**config.mk**
```make
export PLATFORM = sky130hd
export DESIGN_NAME = qed_mem_scan_ctrl_flat
export DESIGN_NICKNAME = d
export VERILOG_FILES = /design/src/rtl/qed_mem_scan_ctrl_if.sv /design/src/rtl/qed_mem_scan_ctrl.sv /design/src/flat_wrapper.sv
export SDC_FILE = /design/constraint.sdc
export NUM_CORES = 1
export LEC_CHECK = 0
export CORE_AREA = 2 2 81 83
export DETAILED_ROUTE_END_ITERATION = 7
export DIE_AREA = 0 0 83 85
export PLACE_DENSITY = 0.73
export SLEW_MARGIN = 10
export SYNTH_ARGS = -nofsm -noshare
export SYNTH_HDL_FRONTEND = slang
export SYNTH_SLANG_ARGS = --single-unit
```
**constraint.sdc**
```tcl
create_clock -name clk -period 1.6 [get_ports clk]
set_clock_uncertainty 0.1 [all_clocks]
set_input_delay 0.16 -clock clk [delete_from_list [all_inputs] [get_ports clk]]
set_output_delay 0.16 -clock clk [all_outputs]
set_load 0.1 [all_outputs]
```
**src/rtl/qed_mem_scan_ctrl_if.sv**
```systemverilog
// Shared read-port bundle between core, QED scanner and data memory.
// master: scan controller side; slave: core/memory side.
interface qed_mem_scan_ctrl_if #(
    parameter int DEPTH  = 32,
    parameter int DATA_W = 32,
    localparam int ADDR_W = $clog2(DEPTH)
);
    logic              core_req;
    logic [ADDR_W-1:0] core_addr;
    logic              core_gnt;
    logic              rd_en;
    logic [ADDR_W-1:0] rd_addr;
    logic [DATA_W-1:0] rd_data;

    modport master (
        input  core_req,
        input  core_addr,
        output core_gnt,
        output rd_en,
        output rd_addr,
        input  rd_data
    );

    modport slave (
        output core_req,
        output core_addr,
        input  core_gnt,
        input  rd_en,
        input  rd_addr,
        output rd_data
    );
endinterface

```
**src/rtl/qed_mem_scan_ctrl.sv**
```systemverilog
// QED post-commit scan: compares memory word j against j+DEPTH/2 over a shared port.
// Optional QED_SCAN_EARLY_EXIT_EN: stop the scan at the first mismatching pair.
module qed_mem_scan_ctrl #(
    parameter int DEPTH  = 32,
    parameter int DATA_W = 32,
    localparam int ADDR_W = $clog2(DEPTH)
) (
    input  logic                clk,
    input  logic                rst,
    input  logic                start,
    qed_mem_scan_ctrl_if.master bus,
    output logic                busy,
    output logic                done,
    output logic                pass,
    output logic                mismatch_valid,
    output logic [ADDR_W-2:0]   mismatch_idx,
    output logic [ADDR_W-1:0]   mismatch_cnt
);
    localparam int IW = ADDR_W - 1;
    localparam logic [ADDR_W-1:0] CNT_MAX  = ADDR_W'(DEPTH / 2);
    localparam logic [IW-1:0]     IDX_LAST = IW'(DEPTH / 2 - 1);

    typedef enum logic [2:0] {
        S_IDLE,
        S_ISSUE_O,
        S_WAIT_O,
        S_ISSUE_D,
        S_WAIT_D,
        S_DONE
    } state_t;

    state_t            state;
    logic [IW-1:0]     idx;
    logic [DATA_W-1:0] orig_q;
    logic [ADDR_W-1:0] addr_q;
    logic              scan_rd;
    logic [ADDR_W-1:0] scan_addr;
    logic              miss;
    logic              last;

    // Duplicate half starts at DEPTH/2, so its address is idx with the MSB set.
    always_comb begin
        scan_rd   = 1'b0;
        scan_addr = addr_q;
        if (!bus.core_req) begin
            if (state == S_ISSUE_O) begin
                scan_rd   = 1'b1;
                scan_addr = {1'b0, idx};
            end else if (state == S_ISSUE_D) begin
                scan_rd   = 1'b1;
                scan_addr = {1'b1, idx};
            end
        end
    end

    assign bus.core_gnt = bus.core_req;
    assign bus.rd_en    = bus.core_req | scan_rd;
    assign bus.rd_addr  = bus.core_req ? bus.core_addr : scan_addr;

    assign miss = (bus.rd_data != orig_q);
    assign last = (idx == IDX_LAST);

    always_ff @(posedge clk) begin
        if (rst) begin
            state          <= S_IDLE;
            idx            <= '0;
            orig_q         <= '0;
            addr_q         <= '0;
            busy           <= 1'b0;
            done           <= 1'b0;
            pass           <= 1'b0;
            mismatch_valid <= 1'b0;
            mismatch_idx   <= '0;
            mismatch_cnt   <= '0;
        end else begin
            done <= 1'b0;
            if (bus.rd_en) begin
                addr_q <= bus.rd_addr;
            end
            unique case (state)
                S_IDLE: begin
                    if (start) begin
                        pass           <= 1'b0;
                        mismatch_valid <= 1'b0;
                        mismatch_idx   <= '0;
                        mismatch_cnt   <= '0;
                        idx            <= '0;
                        busy           <= 1'b1;
                        state          <= S_ISSUE_O;
                    end
                end
                S_ISSUE_O: begin
                    if (!bus.core_req) begin
                        state <= S_WAIT_O;
                    end
                end
                S_WAIT_O: begin
                    orig_q <= bus.rd_data;
                    state  <= S_ISSUE_D;
                end
                S_ISSUE_D: begin
                    if (!bus.core_req) begin
                        state <= S_WAIT_D;
                    end
                end
                S_WAIT_D: begin
                    if (miss) begin
                        if (mismatch_cnt != CNT_MAX) begin
                            mismatch_cnt <= mismatch_cnt + 1'b1;
                        end
                        if (!mismatch_valid) begin
                            mismatch_idx   <= idx;
                            mismatch_valid <= 1'b1;
                        end
                    end
`ifdef QED_SCAN_EARLY_EXIT_EN
                    if (miss || last) begin
`else
                    if (last) begin
`endif
                        done  <= 1'b1;
                        state <= S_DONE;
                    end else begin
                        idx   <= idx + 1'b1;
                        state <= S_ISSUE_O;
                    end
                end
                S_DONE: begin
                    pass  <= !mismatch_valid;
                    busy  <= 1'b0;
                    state <= S_IDLE;
                end
                default: begin
                    state <= S_IDLE;
                end
            endcase
        end
    end
endmodule

```
**src/flat_wrapper.sv**
```systemverilog
// flat-port wrapper written by rule: the top's interface ports become plain ports
module qed_mem_scan_ctrl_flat 
#(
    parameter int DEPTH  = 32,
    parameter int DATA_W = 32,
    localparam int ADDR_W = $clog2(DEPTH)
)
  (clk, rst, start, busy, done, pass, mismatch_valid, mismatch_idx, mismatch_cnt, bus_core_req, bus_core_addr, bus_core_gnt, bus_rd_en, bus_rd_addr, bus_rd_data);
  qed_mem_scan_ctrl_if #(.DEPTH(DEPTH), .DATA_W(DATA_W)) bus_i ();
  input  logic clk;
  input  logic rst;
  input  logic start;
  output logic busy;
  output logic done;
  output logic pass;
  output logic mismatch_valid;
  output logic [ADDR_W-2:0] mismatch_idx;
  output logic [ADDR_W-1:0] mismatch_cnt;
  input wire logic [$bits(bus_i.core_req)-1:0] bus_core_req;
  input wire logic [$bits(bus_i.core_addr)-1:0] bus_core_addr;
  output wire logic [$bits(bus_i.core_gnt)-1:0] bus_core_gnt;
  output wire logic [$bits(bus_i.rd_en)-1:0] bus_rd_en;
  output wire logic [$bits(bus_i.rd_addr)-1:0] bus_rd_addr;
  input wire logic [$bits(bus_i.rd_data)-1:0] bus_rd_data;
  assign bus_i.core_req = bus_core_req;
  assign bus_i.core_addr = bus_core_addr;
  assign bus_core_gnt = bus_i.core_gnt;
  assign bus_rd_en = bus_i.rd_en;
  assign bus_rd_addr = bus_i.rd_addr;
  assign bus_i.rd_data = bus_rd_data;
  qed_mem_scan_ctrl #(.DEPTH(DEPTH), .DATA_W(DATA_W)) u_core (.clk(clk), .rst(rst), .start(start), .bus(bus_i), .busy(busy), .done(done), .pass(pass), .mismatch_valid(mismatch_valid), .mismatch_idx(mismatch_idx), .mismatch_cnt(mismatch_cnt));
endmodule
```
# Yosys cells after proc, flatten, opt, wreduce, memory -nomap -nowiden

Cells that the tools add are included.

Muxes and demuxes: 28
Bitwise operators: 2
Reduce and logical (&&, ||, !) cells: 11
Eq/ne operators: 15
$add $sub $neg: 2

Operator list:

| cell                                                   | number |
|---|---|
| inequality test 32 bit                                 | 1 |
| 2-to-1 mux 5 bit                                       | 6 |
| 2-to-1 mux 4 bit                                       | 4 |
| one-hot mux 4 bit (2 select lines)                     | 2 |
| one-hot mux 3 bit (5 select lines)                     | 1 |
| 2-to-1 mux 3 bit                                       | 4 |
| inequality test 2 bit (second input constant)          | 5 |
| one-hot mux 5 bit (2 select lines)                     | 1 |
| AND reduction 3 bit                                    | 3 |
| AND reduction 4 bit                                    | 2 |
| 2-to-1 mux 1 bit                                       | 7 |
| equality test 3 x 2 -> 1 bit (second input constant)   | 2 |
| equality test 3 bit (second input constant)            | 2 |
| one-hot mux 1 bit (2 select lines)                     | 3 |
| adder 5 x 1 -> 5 bit (second input constant)           | 1 |
| inequality test 5 bit (second input constant)          | 1 |
| adder 4 x 1 -> 4 bit (second input constant)           | 1 |
| equality test 4 bit (second input constant)            | 1 |
| inequality test 2 x 1 -> 1 bit (second input constant) | 2 |
| nonzero test 2 bit                                     | 2 |
| equality test 3 x 1 -> 1 bit (second input constant)   | 1 |
| zero test 3 bit                                        | 1 |
| AND reduction 2 bit                                    | 1 |
| OR reduction 2 bit                                     | 1 |
| other kinds (3)                                        | 3 |

Register bits: 57
Bits of input ports: 41
Output and inout port bits: 20
Logic and storage cells: 68

# Longest topological paths before layout

Depth after elaboration: 5
Depth in mapped cells: 7
Gate-level depth less buffers: 6

# Worst setup path before layout

OpenSTA, ideal clock, no wires.

Path type: register to register
From: register u_core.state[0]
To: register u_core.addr_q[0]
Arrival: 3.312 ns
Path buffers: 1
Path slack: -1.880 ns
Cell stages (with the launch flop): 6
Clock period less this slack: 3.480 ns
Required time: 1.432 ns
Library setup time: 0.068 ns
Cells stage by stage: dfxtp_1 -> nor2b_1 -> buf_2 -> mux2i_1 -> o21ai_0 -> o211a_1

Elaborated cells on any way between the ends: 9
Classes of those cells: eq/ne: 2; mux: 6; bitwise: 1

RTL lines:

| item                         | RTL line                | text |
|---|---|---|
| from (decl)                  | qed_mem_scan_ctrl.sv:32 | `state_t state;` |
| from (signal assigned)       | qed_mem_scan_ctrl.sv:65 | `state <= S_IDLE;` |
| from (signal assigned)       | qed_mem_scan_ctrl.sv:89 | `state <= S_ISSUE_O;` |
| from (signal assigned)       | qed_mem_scan_ctrl.sv:94 | `state <= S_WAIT_O;` |
| equality test 3 x 2 -> 1 bit | qed_mem_scan_ctrl.sv:49 | `end else if (state == S_ISSUE_D) begin` |
| 2-to-1 mux 5 bit             | qed_mem_scan_ctrl.sv:49 |  |
| 2-to-1 mux 5 bit (*)         | qed_mem_scan_ctrl.sv:46 | `if (state == S_ISSUE_O) begin` |
| 2-to-1 mux 5 bit (*)         | qed_mem_scan_ctrl.sv:58 | `assign bus.rd_addr = bus.core_req ? bus.core_addr : scan_addr;` |
| net bus_rd_addr[0]           | flat_wrapper.sv:23      | `output wire logic [$bits(bus_i.rd_addr)-1:0] bus_rd_addr;` |
| to (signal assigned)         | qed_mem_scan_ctrl.sv:78 | `addr_q <= bus.rd_addr;` |
| to (decl)                    | qed_mem_scan_ctrl.sv:35 | `logic [ADDR_W-1:0] addr_q;` |

The timed path passes the listed nets; every way through them passes the cells marked *.
A chain may end at the register's enable or synchronous reset.

# Worst setup path in the final report

From: register u_core.state[0]
To: output bus_rd_addr[2]

Word-level cells in the longest chain between the ends: 4
Elaborated cells on any way between the ends: 5
Classes of those cells: eq/ne: 2; mux: 3

Ends and longest elaborated chain:

| item                         | RTL line |
|---|---|
| equality test 3 x 2 -> 1 bit | qed_mem_scan_ctrl.sv:49 |
| 2-to-1 mux 5 bit             | qed_mem_scan_ctrl.sv:49 |
| 2-to-1 mux 5 bit (*)         | qed_mem_scan_ctrl.sv:46 |
| 2-to-1 mux 5 bit (*)         | qed_mem_scan_ctrl.sv:58 |
| to (decl)                    | flat_wrapper.sv:23 |

Mark *: on every way between the ends. The rest lies on a longest branch, timed or not.

==> impl_metrics.toml <==
[placement]
dpl_cell_area_um2 = 3807
gp_congestion = 0.8234
dp_slack_ns = -0.5559
dp_hpwl_mm = 4.622
portBuffers = 60

[drt]
routed_wl_mm = 6.703
avgRoutedWirePerCell_um = 13.65
drtIter0Drc = 171
vias_per_cell = 5.236
firstDrtPassIters = 4
drcViolationCount = 0
vias = 2571
ant_nets = 0

[setup_path]
cp_max_fo = 7
worst_path_most_repeated_cell = "buf_12"
worstSetupEndpointType = "primary output"
critPathKind = "flip-flop to primary output"
cpPeakStageDelay_ns = 0.34
crit_arrival_ns = 1.51
cp_slowest_cell = "dfxtp_4"
cp_cell_sequence = "nor2b_4 > buf_12 > mux2i_4 > o21ai_4 > buf_12"
worstPathRequired_ns = 1.34
cp-start-kind = "flip-flop"

[cells_and_area]
area_growth_syn_to_layout_pct = 56.49
finalCoreUtilization_pct = 68.04
final_cell_mix = "nand2_1, dfxtp_1, a21oi_1, clkdlybuf4s50_1, xnor2_1"
final_common_cell = "nand2_1"
finalNetCount = 455
design_area_um2 = 4222
num_antenna_cells = 0
fillers = 497
drive_above_1_share_pct = 27.05

[floorplanning]
die_w_um = 83
pin_count = 61
dieHeight_um = 85
std_cell_rows = 29
start_util_pct = 43.48
core-area_um2 = 6205
die_area_um2 = 7055

[global_route]
grt_pass1_vias = 2537
grt_max_degree = 33
grt_usage_pct = 19.72
grt_pass1_wl_mm = 11.32
grt_overflow = 0
antenna_found_initial = 0

[outcome]
violations = "negative setup slack"
status = "finished, violations left"

[power]
ir_drop_v = 0.0005838
power_density_nw_per_um2 = 819.1
cellLeakagePower_uw = 0.001522

[sta]
tightest_slew_ns = 0.3703
hold_viol = 0
min_period_ns = 1.766
slew_violations = 0
fmax_ghz = 0.5662
maxSlewHeadroom_pct = 74.67
setup_viol = 16
finalCritPeriodShare_pct = 110.4
timing.final.ws_setup_ns = -0.1663
rsz0062_at_grt = "true"
whs_ns = 0.1515

[clock_tree]
clock_latency_ns = 0.34
cts_max_path_buffers = 2
path_clk_slew_ns = 0.06
numCtsBuffers = 9
clockRootBuffer = "clkbuf_8"
clock-sinks = 57
holdBufCountCts = 0
h-tree-depth = 3
cts_tree = "built"

[yosys]
avgSynthCellArea_um2 = 8.199
yosys_warnings = 0
async_flop_share_pct = 0
seq_area_frac_synth_pct = 42.30
netlist_area_um2 = 2698
synth_fp_nets = 373
syn_inst = 329
synth_seq_cells = 57
synth.distinct_cells = 40
ys.flop_type = "dfxtp_1"
synth-edff-count = 0

[min_path]
hold_class = "input pin to flip-flop"

[job]
drv_cap = 0
## worst max-delay path, delay by kind of cell (launching register included)
kind,cells,cell delay (ns)
and+or+nand+nor,1,0.13
muxes,1,0.18
AOI/OAI and AO/OA,1,0.17
DFF,1,0.34
buffers and inverters,2,0.33
## sequential cells by signal, summed over array words and instances, names as in the netlist
register               cells
u_core.orig_q             32
u_core.addr_q              5
u_core.mismatch_cnt        5
u_core.idx                 4
u_core.mismatch_idx        4
u_core.state               3
u_core.busy                1
u_core.done                1
u_core.mismatch_valid      1
u_core.pass                1
## synthesized netlist by cell type (3+ instances only)
library cell   n  area [µm²]
a21oi_1       39       195.2
a22oi_1        5       37.54
and2_1         4       25.02
clkbuf_1      18       67.56
dfxtp_1       57        1141
ha_1           3       37.54
inv_1          5       18.77
mux2i_1        6       60.06
nand2_1       82       307.8
nand3_1        4       20.02
nand4_1       11       68.82
nor2_1        17       63.81
nor2b_1        3       18.77
nor3_1         3       15.01
o211a_1        4       40.04
o21ai_0        6       30.03
xnor2_1       34       297.8
## area by class of cell
type	instances	area, µm²	share of cell area (%)
inverter	5	18.77	0.4446
tap	77	96.34	2.282
clock buffer	14	162.7	3.853
sequential	57	1175	27.83
timing repair buffer	91	1092	25.87
multi-input combinational	247	1677	39.72
## power breakdown
group | switching (µW) | internal [µW]
Combinational | 414 | 378
Sequential | 42.7 | 1470
Clock | 522 | 631
Total | 978 | 2480
## layer usage
| metal | routed length, µm | GRT usage [%] |
|---|---|---|
| met5 | 0 | 0 |
| met4 | 87 | 8.346 |
| met3 | 393 | 5.350 |
| met2 | 3374 | 34.75 |
| met1 | 2848 | 22.59 |
## what timing repair did
item / 4_1_cts / 5_1_grt
setup endpoints to repair: 16 / 20
gates resized for setup: 33 / 11
setup buffers: 5 / 4
pin swaps: 21 / 14
## final timing paths
path                            slack [ns]                     end              start  cells past startpoint
worst min-delay path                  0.15        u_core.orig_q[7]     bus_rd_data[7]                      3
worst max-delay path                 -0.17          bus_rd_addr[2]    u_core.state[0]                      5
worst max register to register       -0.16  u_core.mismatch_cnt[0]   u_core.orig_q[8]                      8
worst min register to register        0.36       u_core.orig_q[25]  u_core.orig_q[25]                      2
## logic make-up after synthesis
group           after synthesis  share of synthesized area [%]
simple gates                135                          23.66
buf+inv                      25                          3.664
xor+xnor                     36                          11.69
fa+ha+maj                     3                          1.392
flops                        57                          42.30
mux                           6                          2.226
compound gates               67                          15.07
## metrics by stage
step | total power [µW] | TNS (ns) | instances
floorplan | 1952 | -1.026 | 329
global placement | 2250 | -5.293 | 469
detailed placement | 2267 | -5.411 | 469
CTS | 3474 | -2.181 | 488
global route | 3598 | -3.195 | 491
finish | 3458 | -1.904 | 491
Note: power is estimated with default switching activity, not from simulation.
